`src/rtl/serial_pkg.sv`:
```
// Shared definitions for the serializer/deserializer pair.
package serial_pkg;

  typedef enum logic [1:0] {
    IDLE  = 2'd0,
    SHIFT = 2'd1,
    GAP   = 2'd2
  } serial_state_e;

  localparam int unsigned SERIAL_WIDTH   = 8;
  localparam int unsigned SERIAL_GAP_MIN = 1;

endpackage

```
`src/rtl/parallel2serial_if.sv`:
```
// Parallel word handshake plus serial-line outputs of parallel2serial.
interface parallel2serial_if
  import serial_pkg::*;
#(
  parameter int unsigned WIDTH = SERIAL_WIDTH
);

  logic [WIDTH-1:0] in_data;
  logic             in_valid;
  logic             in_ready;
  logic             serial_start;
  logic             d;
  logic             busy;
  logic             frame_done;

  modport master (
    output in_data, in_valid,
    input  in_ready, serial_start, d, busy, frame_done
  );

  modport slave (
    input  in_data, in_valid,
    output in_ready, serial_start, d, busy, frame_done
  );

endinterface

```
`src/rtl/p2s_hold_buf.sv`:
```
// Single-entry hold buffer; in_ready is the registered inverse of the next full flag.
module p2s_hold_buf
  import serial_pkg::*;
#(
  parameter int unsigned WIDTH = SERIAL_WIDTH
) (
  input  logic             clk,
  input  logic             reset,
  input  logic             in_valid,
  input  logic [WIDTH-1:0] in_data,
  output logic             in_ready,
  input  logic             bypass,
  input  logic             drain,
  output logic             full,
  output logic [WIDTH-1:0] data
);

  logic wr_en;
  logic full_nxt;

  // A bypassed transfer goes straight to the shifter and never occupies the slot.
  always_comb begin
    wr_en    = in_valid && in_ready && !bypass;
    full_nxt = (full && !drain) || wr_en;
  end

  always_ff @(posedge clk or negedge reset) begin
    if (!reset) begin
      full     <= 1'b0;
      in_ready <= 1'b0;
      data     <= '0;
    end else begin
      full     <= full_nxt;
      in_ready <= !full_nxt;
      if (wr_en) begin
        data <= in_data;
      end
    end
  end

endmodule

```
`src/rtl/parallel2serial.sv`:
```
// LSB-first serializer with one-word hold buffer and an enforced inter-frame idle gap.
module parallel2serial #(
  parameter int unsigned WIDTH = serial_pkg::SERIAL_WIDTH,
  parameter int unsigned GAP   = serial_pkg::SERIAL_GAP_MIN
) (
  input  logic               clk,
  input  logic               reset,
  parallel2serial_if.slave   bus
);

  localparam int unsigned BIT_W = $clog2(WIDTH);
  localparam int unsigned GAP_W = $clog2(GAP + 1);

  localparam logic [1:0] ST_IDLE  = serial_pkg::IDLE;
  localparam logic [1:0] ST_SHIFT = serial_pkg::SHIFT;
  localparam logic [1:0] ST_GAP   = serial_pkg::GAP;

  logic [1:0]       state, state_nxt;
  logic [WIDTH-1:0] shift_reg, shift_nxt;
  logic [BIT_W-1:0] bit_cnt, bit_cnt_nxt;
  logic [GAP_W-1:0] gap_cnt, gap_cnt_nxt;
  logic             take, bypass, drain, load, done_nxt;
  logic             hold_full;
  logic [WIDTH-1:0] hold_data;

  p2s_hold_buf #(.WIDTH(WIDTH)) u_hold (
    .clk      (clk),
    .reset    (reset),
    .in_valid (bus.in_valid),
    .in_data  (bus.in_data),
    .in_ready (bus.in_ready),
    .bypass   (bypass),
    .drain    (drain),
    .full     (hold_full),
    .data     (hold_data)
  );

  always_ff @(posedge clk or negedge reset) begin
    if (!reset) begin
      state <= ST_IDLE;
    end else begin
      state <= state_nxt;
    end
  end

  // Next state, shifter/counter updates and word-source selection.
  always_comb begin
    state_nxt   = state;
    shift_nxt   = shift_reg;
    bit_cnt_nxt = bit_cnt;
    gap_cnt_nxt = gap_cnt;
    bypass      = 1'b0;
    drain       = 1'b0;
    done_nxt    = 1'b0;
    take        = bus.in_valid && bus.in_ready;

    case (state)
      ST_IDLE: begin
        if (hold_full) begin
          drain = 1'b1;
        end else if (take) begin
          bypass = 1'b1;
        end
      end
      ST_SHIFT: begin
        shift_nxt = shift_reg >> 1;
        if (bit_cnt == BIT_W'(WIDTH - 1)) begin
          state_nxt   = ST_GAP;
          gap_cnt_nxt = GAP_W'(GAP - 1);
          done_nxt    = 1'b1;
        end else begin
          bit_cnt_nxt = bit_cnt + 1'b1;
        end
      end
      ST_GAP: begin
        if (gap_cnt != '0) begin
          gap_cnt_nxt = gap_cnt - 1'b1;
        end else if (hold_full) begin
          drain = 1'b1;
        end else if (take) begin
          bypass = 1'b1;
        end else begin
          state_nxt = ST_IDLE;
        end
      end
      default: state_nxt = ST_IDLE;
    endcase

    // The held word always wins; a fresh word only bypasses when the slot is empty.
    load = drain || bypass;
    if (load) begin
      state_nxt   = ST_SHIFT;
      shift_nxt   = drain ? hold_data : bus.in_data;
      bit_cnt_nxt = '0;
    end
  end

  always_ff @(posedge clk or negedge reset) begin
    if (!reset) begin
      shift_reg        <= '0;
      bit_cnt          <= '0;
      gap_cnt          <= '0;
      bus.serial_start <= 1'b0;
      bus.d            <= 1'b0;
      bus.busy         <= 1'b0;
      bus.frame_done   <= 1'b0;
    end else begin
      shift_reg        <= shift_nxt;
      bit_cnt          <= bit_cnt_nxt;
      gap_cnt          <= gap_cnt_nxt;
      bus.serial_start <= load;
      bus.d            <= (state_nxt == ST_SHIFT) && shift_nxt[0];
      bus.busy         <= (state_nxt != ST_IDLE);
      bus.frame_done   <= done_nxt;
    end
  end

endmodule

```
`src/flat_wrapper.sv`:
```
// flat-port wrapper written by rule: the top's interface ports become plain ports
module parallel2serial_flat 
#(
  parameter int unsigned WIDTH = serial_pkg::SERIAL_WIDTH,
  parameter int unsigned GAP   = serial_pkg::SERIAL_GAP_MIN
)
  (clk, reset, bus_in_data, bus_in_valid, bus_in_ready, bus_serial_start, bus_d, bus_busy, bus_frame_done);
  parallel2serial_if #(.WIDTH(WIDTH)) bus_i ();
  input  logic clk;
  input  logic reset;
  input wire logic [$bits(bus_i.in_data)-1:0] bus_in_data;
  input wire logic [$bits(bus_i.in_valid)-1:0] bus_in_valid;
  output wire logic [$bits(bus_i.in_ready)-1:0] bus_in_ready;
  output wire logic [$bits(bus_i.serial_start)-1:0] bus_serial_start;
  output wire logic [$bits(bus_i.d)-1:0] bus_d;
  output wire logic [$bits(bus_i.busy)-1:0] bus_busy;
  output wire logic [$bits(bus_i.frame_done)-1:0] bus_frame_done;
  assign bus_i.in_data = bus_in_data;
  assign bus_i.in_valid = bus_in_valid;
  assign bus_in_ready = bus_i.in_ready;
  assign bus_serial_start = bus_i.serial_start;
  assign bus_d = bus_i.d;
  assign bus_busy = bus_i.busy;
  assign bus_frame_done = bus_i.frame_done;
  parallel2serial #(.WIDTH(WIDTH), .GAP(GAP)) u_core (.clk(clk), .reset(reset), .bus(bus_i));
endmodule
```
`config.mk`:
```
export PLATFORM = sky130hd
export DESIGN_NAME = parallel2serial_flat
export DESIGN_NICKNAME = d
export VERILOG_FILES = /design/src/rtl/serial_pkg.sv /design/src/rtl/parallel2serial_if.sv /design/src/rtl/p2s_hold_buf.sv /design/src/rtl/parallel2serial.sv /design/src/flat_wrapper.sv
export SDC_FILE = /design/constraint.sdc
export NUM_CORES = 1
export LEC_CHECK = 0
export CAP_MARGIN = 20
export CORE_AREA = 4 4 51 72
export CTS_BUF_LIST = sky130_fd_sc_hd__clkbuf_4 sky130_fd_sc_hd__clkbuf_8 sky130_fd_sc_hd__clkbuf_16
export DETAILED_ROUTE_END_ITERATION = 16
export DIE_AREA = 0 0 55 76
export SLEW_MARGIN = 0
export SYNTH_ARGS = -nofsm -noshare
export SYNTH_HDL_FRONTEND = slang
export SYNTH_SLANG_ARGS = --single-unit
```
`constraint.sdc`:
```
create_clock -name clk -period 4.5 [get_ports clk]
set_clock_uncertainty 0.05 [all_clocks]
set_input_delay 0.9 -clock clk [delete_from_list [all_inputs] [get_ports clk]]
set_output_delay 0.9 -clock clk [all_outputs]
set_load 0.005 [all_outputs]
```
# [Word-level counts from Yosys, hierarchy flattened]
# Cells that the tools add are included.
[totals] mem_bits_rw=0 romBits=0 latch_bits=0 inputBits=11 ff_bits=28 n_memories=0 elab_cells=59
[classes] bitwise_logic=0 n_addsub=2 shifts=0 n_reduce_logical=15 order_cmp=0 muxes=24 div_mod_pow=0 n_eq_ne=6 mul=0
[op_table] op="$mux W8" count=3
[op_table] op="$mux W2" count=5
[op_table] op="$mux W1" count=9
[op_table] op="$mux W3" count=3
[op_table] op="$pmux W1 S2" count=3
[op_table] op="$pmux W2 S3" count=1
[op_table] op="$reduce_bool A2 Y1" count=3
[op_table] op="$eq A2 B1 Y1 const B" count=2
[op_table] op="$logic_and A1 B1 Y1" count=4
[op_table] op="$ne A2 B1 Y1 const B" count=2
[op_table] op="$reduce_and A2 Y1" count=2
[op_table] op="$add A3 B1 Y3 const B" count=1
[op_table] op="$eq A3 B3 Y1 const B" count=1
[op_table] op="$logic_not A1 Y1" count=3
[op_table] op="$eq A2 B2 Y1 const B" count=1
[op_table] op="$logic_not A2 Y1" count=1
[op_table] op="$logic_or A1 B1 Y1" count=2
[op_table] op="$sub A1 B1 Y1 const B" count=1

# [Longest topological paths before layout]
# Gate-level depths: netlist of run 1.
[logic_depth] ltp_word=9 depth_mapped=5 mapped_depth_nobuf=5

# [Hierarchy]
# Synthesis of run 1 repeated with hierarchy kept, for this count alone.
[unflattened] cells_unflattened=99 hier_area_um2=1278.7
[modules_own_cells] mod="parallel2serial" cells_each=76 seq_area_each_um2=400.4 area_each_um2=860.8 instances=1
[modules_own_cells] mod="p2s_hold_buf" cells_each=23 seq_area_each_um2=250.2 area_each_um2=417.9 instances=1

# [Worst setup path before layout of run 1]
# Ideal clock, no wire load.
[synth_path] kind="input -> register" startpoint="in bus_in_valid" endpoint="reg u_core.u_hold.data[0]" path_stages=4 arrival_time_ns=1.621 slack_ns=2.703 path_cell_list="nand2_1 > or2_1 > buf_6 > mux2_4"
[synth_via] elab_chain_len=7
[synth_lines] item="start: declaration" line="flat_wrapper.sv:12" rtl="input wire logic [$bits(bus_i.in_valid)-1:0] bus_in_valid;"
[synth_lines] item="$logic_and A1 B1 Y1 (*)" line="p2s_hold_buf.sv:23, parallel2serial.sv:55"
[synth_lines] item="$mux W1" line="parallel2serial.sv:61, parallel2serial.sv:80"
[synth_lines] item="$mux W1" line="parallel2serial.sv:78" rtl="end else if (hold_full) begin"
[synth_lines] item="$mux W1" line="parallel2serial.sv:76" rtl="if (gap_cnt != '0) begin"
[synth_lines] item="$pmux W1 S2" line="parallel2serial.sv:57" rtl="case (state)"
[synth_lines] item="$logic_not A1 Y1" line="p2s_hold_buf.sv:23" rtl="wr_en = in_valid && in_ready && !bypass;"
[synth_lines] item="$logic_and A1 B1 Y1 (*)" line="p2s_hold_buf.sv:23"
[synth_lines] item="end signal: assignment" line="p2s_hold_buf.sv:36" rtl="data <= in_data;"
[synth_lines] item="end: declaration" line="p2s_hold_buf.sv:15" rtl="output logic [WIDTH-1:0] data"
# Mark *: on every way between the ends. The rest lies on a longest branch, timed or not.
# A chain may end at the register's enable or synchronous reset.

# [Worst setup path in the final report of run 1]
[layout_path] startpoint="in bus_in_valid" endpoint="reg u_core.u_hold.data[1]"
# The elaborated chain is that of the path after synthesis.

==> results of run 1 <==
==> stage by stage <==
| step | hold slack (ns) | power [mW] | instances | setup WS (ns) |
|---|---|---|---|---|
| after floorplan | 0.3990 | 0.6902 | 82 | 2.703 |
| after global placement | 0.4366 | 0.7651 | 133 | 2.045 |
| after detailed placement | 0.4428 | 0.7784 | 133 | 2.013 |
| after CTS | 0.4725 | 0.9787 | 137 | 2.322 |
| after global routing | 0.4854 | 1.040 | 137 | 2.200 |
| final | 0.4617 | 0.9636 | 137 | 2.333 |
==> synth_stat cells, types with 2 or more instances <==
library cell | n | share of area (%)
nor2_1 | 4 | 1.3
mux2i_1 | 4 | 3.5
and2_1 | 3 | 1.6
ha_1 | 2 | 2.2
mux2_4 | 8 | 10
dfrtp_1 | 26 | 57
nand2_1 | 4 | 1.3
a22o_1 | 7 | 5.4
inv_1 | 2 | 0.66
buf_6 | 3 | 3.0
a221o_1 | 6 | 5.2
==> layout make-up <==
class                           count  area share [%]
Clock buffer                        3           2.984
Clock inverter                      1           2.170
Inverter                            2          0.5425
Multi-Input combinational cell     50           32.37
Sequential cell                    26           47.02
Tap cell                           39           3.526
Timing Repair Buffer               16           11.39
==> worst reg2reg max path, cell delays in order, from the launching register on <==
cell and delay [ns]:
dfrtp_1 0.40, ha_1 0.21, ha_1 0.21, nor3b_2 0.40, mux2i_1 0.26, nor2_1 0.06
==> worst max path at each step <==
stage / endpoint / slack (ns) / cells past startpoint
2_1_floorplan: u_core.u_hold.data[0] / 2.70 / 4
5_1_grt: u_core.shift_reg[1] / 2.20 / 4
3_5_place_dp: u_core.shift_reg[1] / 2.01 / 4
6_report: u_core.u_hold.data[1] / 2.33 / 4
4_1_cts: u_core.u_hold.data[1] / 2.32 / 4
3_3_place_gp: u_core.shift_reg[6] / 2.04 / 4
==> cell usage in the layout, fill, tap and decap left out, types with 2 or more instances in the layout <==
master,synthesis,layout
a221o_1,6,6
a22o_1,7,7
and2_1,3,3
clkbuf_8,0,3
clkdlybuf4s50_1,0,15
dfrtp_1,26,26
ha_1,2,2
inv_1,2,2
mux2_4,8,8
mux2i_1,4,4
nand2_1,4,4
nor2_1,4,4
==> layer usage <==
metal,track usage [%],share of wire (%),wire [microns]
met4,5.839,2.5,54
met2,17.65,48,1032
met5,0,0,0
met3,2.935,3.6,76
met1,15.66,46,973
==> logic make-up (layout without fill, tap and decap cells) <==
family | count (synthesis) | in the layout | synth area share (%)
flops | 26 | 26 | 56.83
simple gates | 19 | 19 | 9.727
compound gates | 16 | 16 | 12.46
mux | 12 | 12 | 13.99
buf+inv | 6 | 22 | 4.043
fa+ha+maj | 2 | 2 | 2.185
xor+xnor | 1 | 1 | 0.7652
==> where the power goes <==
| group | switching, mW | internal [mW] | leakage (nW) |
|---|---|---|---|
| clock network | 0.0755 | 0.119 | 0.0357 |
| logic | 0.146 | 0.216 | 0.287 |
| registers | 0.0683 | 0.339 | 0.318 |
==> reports/metrics.yaml, run 1 <==
outcome:
  status: "completed"
worst_setup_path:
  max_stage_delay_ns: 0.48
  path_buf_inv: 1
  r2r-end: "u_core.bit_cnt[1]"
  cp_max_fo: 10
  reg2reg_slack_ns: 2.81
  worstPathArrival_ns: 2.28
  startpoint_type: "primary input"
  cp_slowest_cell: "clkdlybuf4s50_1"
  timing.rr.start: "u_core.bit_cnt[0]"
  critical-path-top-delay-family: "simple AND/OR/NAND/NOR gates"
  reg2reg_depth: 5
  crit_chain: "clkdlybuf4s50_1 > nand2_1 > or2_1 > mux2_4"
  critical_path_required_ns: 4.61
  startpoint: "bus_in_valid"
  worstSetupEndpointType: "register"
  crit_type: "primary input to register"
pwr:
  ir_drop_mv: 0.2693
  p_per_area_nw_per_um2: 696.3
  p_leak_nw: 0.6411
worst_hold_path:
  hp-start: "u_core.shift_reg[1]"
  hp-class: "register to register"
  holdPathEnd: "u_core.bus.d"
  hold_depth: 2
place:
  placed_area_sq_um: 1313
  gp_congestion: 0.6987
  io_buffers: 15
  dp_hpwl_mm: 1.489
sta:
  setup_tns_ns: 0
  drv_slew: 0
  setup_viol_count_final: 0
  worst_pin_slew_ns: 0.7611
  max_freq_mhz: 461.5
  fin_crit_ns: 2.167
  hold_viol: 0
  rsz0062_at_grt: "no"
  slew_headroom_pct: 48.87
  fin_crit_sh_pct: 48.15
grt:
  grt_pass1_vias: 751
  grt_pass1_wl_mm: 3.622
  grt_usage_pct: 11.90
  antenna_found_initial: 0
  grt_max_degree: 27
  overflow: 0
floorplanning:
  start_util_pct: 37.75
  std_cell_rows: 24
  ios: 16
  fp.dieW_microns: 55
  dieHeight_microns: 76
  coreArea_sq_um: 3033
  dieArea_sq_um: 4180
yosys:
  async_flop_share_pct: 100.0
  synthCells: 82
  synth_edf_count: 0
  synth_area_per_cell_sq_um: 13.96
  netlist_area_sq_um: 1145
  seq_area_frac_synth_pct: 56.83
  yosys_warnings: 0
  synthFlopType: "dfrtp_1"
  synthesis.nets: 95
  ys_ff_latch: 26
  yosysUniqueCellTypes: 24
detailed_routing:
  dr_total_vias: 685
  drt-vias-per-instance: 5.000
  first_pass_iters: 3
  drc: 0
  wl_per_cell_microns: 15.59
  wl_mm: 2.136
  initialDrtViolationCount: 15
  antenna_left: 0
cells_and_area:
  drive_above_1_share_pct: 17.35
  areaGrowthSynthToFinish_pct: 20.87
  final_nets: 112
  fin_area_sq_um: 1384
  largest_reg_flops: 8
  ff_latch_area_sq_um: 650.6
  num_antenna_cells: 0
  multi_input_area_sq_um: 447.9
  utilization_pct: 45.63
  fillers: 290
clocking:
  cts_resized: 0
  clkLatencyLatePin_ns: 0.28
  cts-root-buf: "clkbuf_8"
  cts_buffers: 3
  clk_pin_slew_ns: 0.08
  cts_buffer_depth: 2
  cts_tree: "yes"
  post-cts-setup-buffers: 0
  postCtsHoldBufs: 0
  htreeDepth: 1
  clock_sinks: 26
job:
  maxCapViolations: 0
(Power assumes the default switching activity.)
==> run 2: changes to the inputs <==
==> constraint.sdc (replaced) <==
create_clock -name clk -period 1.82 [get_ports clk]
set_clock_uncertainty 0.05 [all_clocks]
set_input_delay 0.364 -clock clk [delete_from_list [all_inputs] [get_ports clk]]
set_output_delay 0.364 -clock clk [all_outputs]
set_load 0.005 [all_outputs]
==> reports/metrics.yaml, run 2 (synthesis gave the netlist of run 1 again) <==
clocking:
  cts_buffer_depth: 2
  htreeDepth: 1
  postCtsHoldBufs: 0
  cts_resized: 0
  cts_buffers: 3
  clock_sinks: 26
  cts-root-buf: "clkbuf_8"
  clkLatencyLatePin_ns: 0.26
  cts_tree: "yes"
  clk_pin_slew_ns: 0.08
  post-cts-setup-buffers: 0
floorplanning:
  dieArea_sq_um: 4180
  ios: 16
  coreArea_sq_um: 3033
  start_util_pct: 37.75
  std_cell_rows: 24
  dieHeight_microns: 76
  fp.dieW_microns: 55
worst_setup_path:
  startpoint_type: "register"
  crit_type: "register to register"
  worstPathArrival_ns: 1.75
  reg2reg_slack_ns: 0.17
  worstSetupEndpointType: "register"
  reg2reg_depth: 5
  cp_max_fo: 5
  critical_path_required_ns: 1.91
detailed_routing:
  wl_mm: 2.008
  wl_per_cell_microns: 14.55
  initialDrtViolationCount: 32
  drc: 0
  antenna_left: 0
  drt-vias-per-instance: 4.906
  first_pass_iters: 4
  dr_total_vias: 677
grt:
  overflow: 0
  grt_pass1_vias: 739
  antenna_found_initial: 0
  top_usage_layer: "met2"
  use_met1_pct: 13.91
  grt_usage_pct: 10.52
  met3_usage_pct: 2.740
  grt_max_degree: 27
  grt.met2_usage_pct: 16.35
  grt_pass1_wl_mm: 3.339
sta:
  fin_crit_sh_pct: 90.88
  whs_ns: 0.4132
  rsz0062_at_grt: "no"
  drv_slew: 0
  setup_viol_count_final: 0
  worst_pin_slew_ns: 0.6725
  fin_crit_ns: 1.654
  slew_headroom_pct: 54.82
  max_freq_mhz: 604.6
  setup_tns_ns: 0
  hold_viol: 0
cells_and_area:
  final_common_cell: "dfrtp_1"
  utilization_pct: 45.54
  fin_area_sq_um: 1381
  fillers: 295
  mostFrequentLayoutCells: "dfrtp_1, clkdlybuf4s50_1, mux2_4"
  largest_reg_flops: 8
  num_antenna_cells: 0
  drive_above_1_share_pct: 18.18
  multi_input_area_sq_um: 447.9
  final_nets: 114
  ff_latch_area_sq_um: 650.6
  areaGrowthSynthToFinish_pct: 20.66
pwr:
  ir_drop_mv: 0.7743
  p_per_area_nw_per_um2: 1625
  finalPower_mw: 2.244
  p_leak_nw: 0.6424
outcome:
  status: "completed"
place:
  placed_area_sq_um: 1340
  gp_congestion: 0.7622
  dp_hpwl_mm: 1.444
  io_buffers: 15
job:
  maxCapViolations: 0
worst_hold_path:
  hp-class: "primary input to asynchronous set/reset pin"
==> run 2: routing by layer <==
layer	vias up	share of wire [%]
li1	329	-
met4	0	1.0
met1	336	43
met3	2	4.9
met5	-	0
met2	10	51
==> run 2: path summary, 6_finish.rpt <==
check                               startpoint                    end
max in group asynchronous                reset    u_core.shift_reg[1]
max reg2reg                  u_core.bit_cnt[0]      u_core.bit_cnt[2]
max                          u_core.bit_cnt[0]      u_core.bit_cnt[2]
min                                      reset  u_core.u_hold.data[0]
min reg2reg                u_core.shift_reg[1]           u_core.bus.d
min in group clk           u_core.shift_reg[1]           u_core.bus.d
==> run 2: final cells by class <==
cell class	count	share of cell area (%)
Sequential cell	26	47.10
Multi-Input combinational cell	50	32.43
Inverter	2	0.5435
Clock buffer	3	2.989
Tap cell	39	3.533
Timing Repair Buffer	18	13.41
==> run 2: metrics by stage <==
| stage | std cells | worst slack, ns |
|---|---|---|
| floorplan | 82 | 0.3064 |
| global placement | 135 | -0.0006536 |
| detailed placement | 135 | -0.04929 |
| CTS | 138 | 0.1533 |
| global route | 138 | 0.008569 |
| finish | 138 | 0.1659 |
==> run 2: worst max-delay path, cell delays in order (launching register included) <==
cell,delay (ns)
dfrtp_1,0.40
ha_1,0.21
ha_1,0.21
nor3b_2,0.39
mux2i_1,0.24
nor2_1,0.05
==> run 2: power by group <==
| part | switching [mW] | leakage, nW | internal [mW] |
|---|---|---|---|
| logic | 0.365 | 0.303 | 0.569 |
| registers | 0.167 | 0.318 | 0.838 |
| clock network | 0.158 | 0.0216 | 0.147 |
| total | 0.690 | 0.642 | 1.55 |
==> run 3: changes to the inputs <==
--- a/config.mk
+++ b/config.mk
@@ -6,10 +6,10 @@
 export NUM_CORES = 1
 export LEC_CHECK = 0
 export CAP_MARGIN = 20
-export CORE_AREA = 4 4 51 72
+export CORE_AREA = 4 4 51 71
 export CTS_BUF_LIST = sky130_fd_sc_hd__clkbuf_4 sky130_fd_sc_hd__clkbuf_8 sky130_fd_sc_hd__clkbuf_16
 export DETAILED_ROUTE_END_ITERATION = 16
-export DIE_AREA = 0 0 55 76
+export DIE_AREA = 0 0 55 75
 export SLEW_MARGIN = 0
 export SYNTH_ARGS = -nofsm -noshare
 export SYNTH_HDL_FRONTEND = slang
==> reports/metrics.yaml, run 3 (synthesis gave the netlist of run 1 again) <==
outcome:
  status: "completed"
grt:
  overflow: 0
  antenna_found_initial: 0
  grt_pass1_vias: 732
  grt_max_degree: 27
  grt_pass1_wl_mm: 3.456
  grt_usage_pct: 11.83
cells_and_area:
  mostFrequentLayoutCells: "dfrtp_1, clkdlybuf4s50_1, mux2_4"
  stdcell_count: 140
  drive_above_1_share_pct: 19.80
  areaGrowthSynthToFinish_pct: 22.51
  largest_reg_flops: 8
  final_nets: 115
  final_common_cell: "dfrtp_1"
  num_antenna_cells: 0
worst_hold_path:
  hp-class: "primary input to asynchronous set/reset pin"
sta:
  worst_pin_slew_ns: 0.7531
  max_freq_mhz: 613.5
  slew_headroom_pct: 49.41
  drv_slew: 0
  rsz0062_at_grt: "no"
  setup_viol_count_final: 0
  fin_crit_ns: 1.630
  hold_viol: 0
  whs_ns: 0.4012
  fin_crit_sh_pct: 89.55
clocking:
  clk_pin_slew_ns: 0.09
  cts_resized: 0
  cts_buffers: 3
  clkLatencyLatePin_ns: 0.26
  clock_sinks: 26
  htreeDepth: 1
  cts-root-buf: "clkbuf_8"
  cts_tree: "yes"
  post-cts-setup-buffers: 0
  cts_buffer_depth: 2
  postCtsHoldBufs: 0
worst_setup_path:
  startpoint_type: "primary input"
  crit_type: "primary input to register"
  path_buf_inv: 1
  worstSetupEndpointType: "register"
  critical_path_required_ns: 1.97
  cp_slowest_cell: "nor3_1"
  crit_chain: "clkdlybuf4s50_1 > nand2_1 > nor3_1 > a221o_1"
  critical-path-top-delay-family: "simple AND/OR/NAND/NOR gates"
  max_stage_delay_ns: 0.59
  cp_max_fo: 6
  reg2reg_slack_ns: 0.28
  worstPathArrival_ns: 1.78
pwr:
  ir_drop_mv: 0.8029
  p_leak_nw: 0.6541
  p_per_area_nw_per_um2: 1651
floorplanning:
  dieHeight_microns: 75
  coreArea_sq_um: 3033
  start_util_pct: 37.75
  dieArea_sq_um: 4125
  fp.dieW_microns: 55
  ios: 16
  std_cell_rows: 24
place:
  dp_hpwl_mm: 1.452
  dp_cells: 136
  gp_congestion: 0.7297
  io_buffers: 15
detailed_routing:
  first_pass_iters: 4
  wl_mm: 2.019
  dr_total_vias: 702
  drt-vias-per-instance: 5.014
  wl_per_cell_microns: 14.42
  antenna_left: 0
  drc: 0
  initialDrtViolationCount: 30
job:
  maxCapViolations: 0
==> run 3: cell count changes in the layout (fill, tap and decap cells not counted) <==
| cell | previous run | this run |
|---|---|---|
| clkbuf_8 | 3 | 4 |
| buf_4 | 2 | 3 |
==> run 3: power by group <==
group          total (mW)  switching [mW]  internal (mW)
Sequential           1.00           0.164          0.838
Combinational       0.950           0.364          0.585
Clock               0.365           0.172          0.193
Total                2.32           0.700           1.62
==> run 3: per-layer routing <==
metal / global-route usage [%] / share of wire, %
met4: 4.865 / 1.7
met1: 15.50 / 44
met5: 0 / 0
met2: 18.29 / 50
met3: 3.168 / 4.1
==> run 3: final timing paths <==
| path | startpoint | endpoint | cells past startpoint |
|---|---|---|---|
| setup reg to reg | u_core.bit_cnt[0] | u_core.bit_cnt[1] | 6 |
| setup / recovery | bus_in_valid | u_core.shift_reg[1] | 4 |
| hold / removal | reset | u_core.u_hold.data[6] | 2 |
| hold reg to reg | u_core.shift_reg[1] | u_core.bus.d | 2 |
| max in group asynchronous | reset | u_core.shift_reg[1] | 2 |
| min in group clk | u_core.shift_reg[1] | u_core.bus.d | 2 |
==> run 3: area by class of cell <==
class | instances | area (sq um)
clock buffers | 4 | 55.05
fillers | 274 | 1630
inverters | 2 | 7.507
multi-input cells | 50 | 447.9
flip-flops and latches | 26 | 650.6
well taps | 39 | 48.80
repair buffers | 19 | 192.7
==> run 3: stage by stage <==
step	cell area [sq um]	power (mW)	setup slack, ns	util, %	TNS (ns)
after floorplan	1145	1.707	0.3064	-	0
after global placement	1348	1.948	-0.006174	44.43	-0.02419
after detailed placement	1348	1.974	-0.09008	44.43	-0.4742
after CTS	1403	2.352	0.1918	46.25	0
after global routing	1403	2.499	0.07965	46.25	0
final	1403	2.316	0.1901	46.25	0
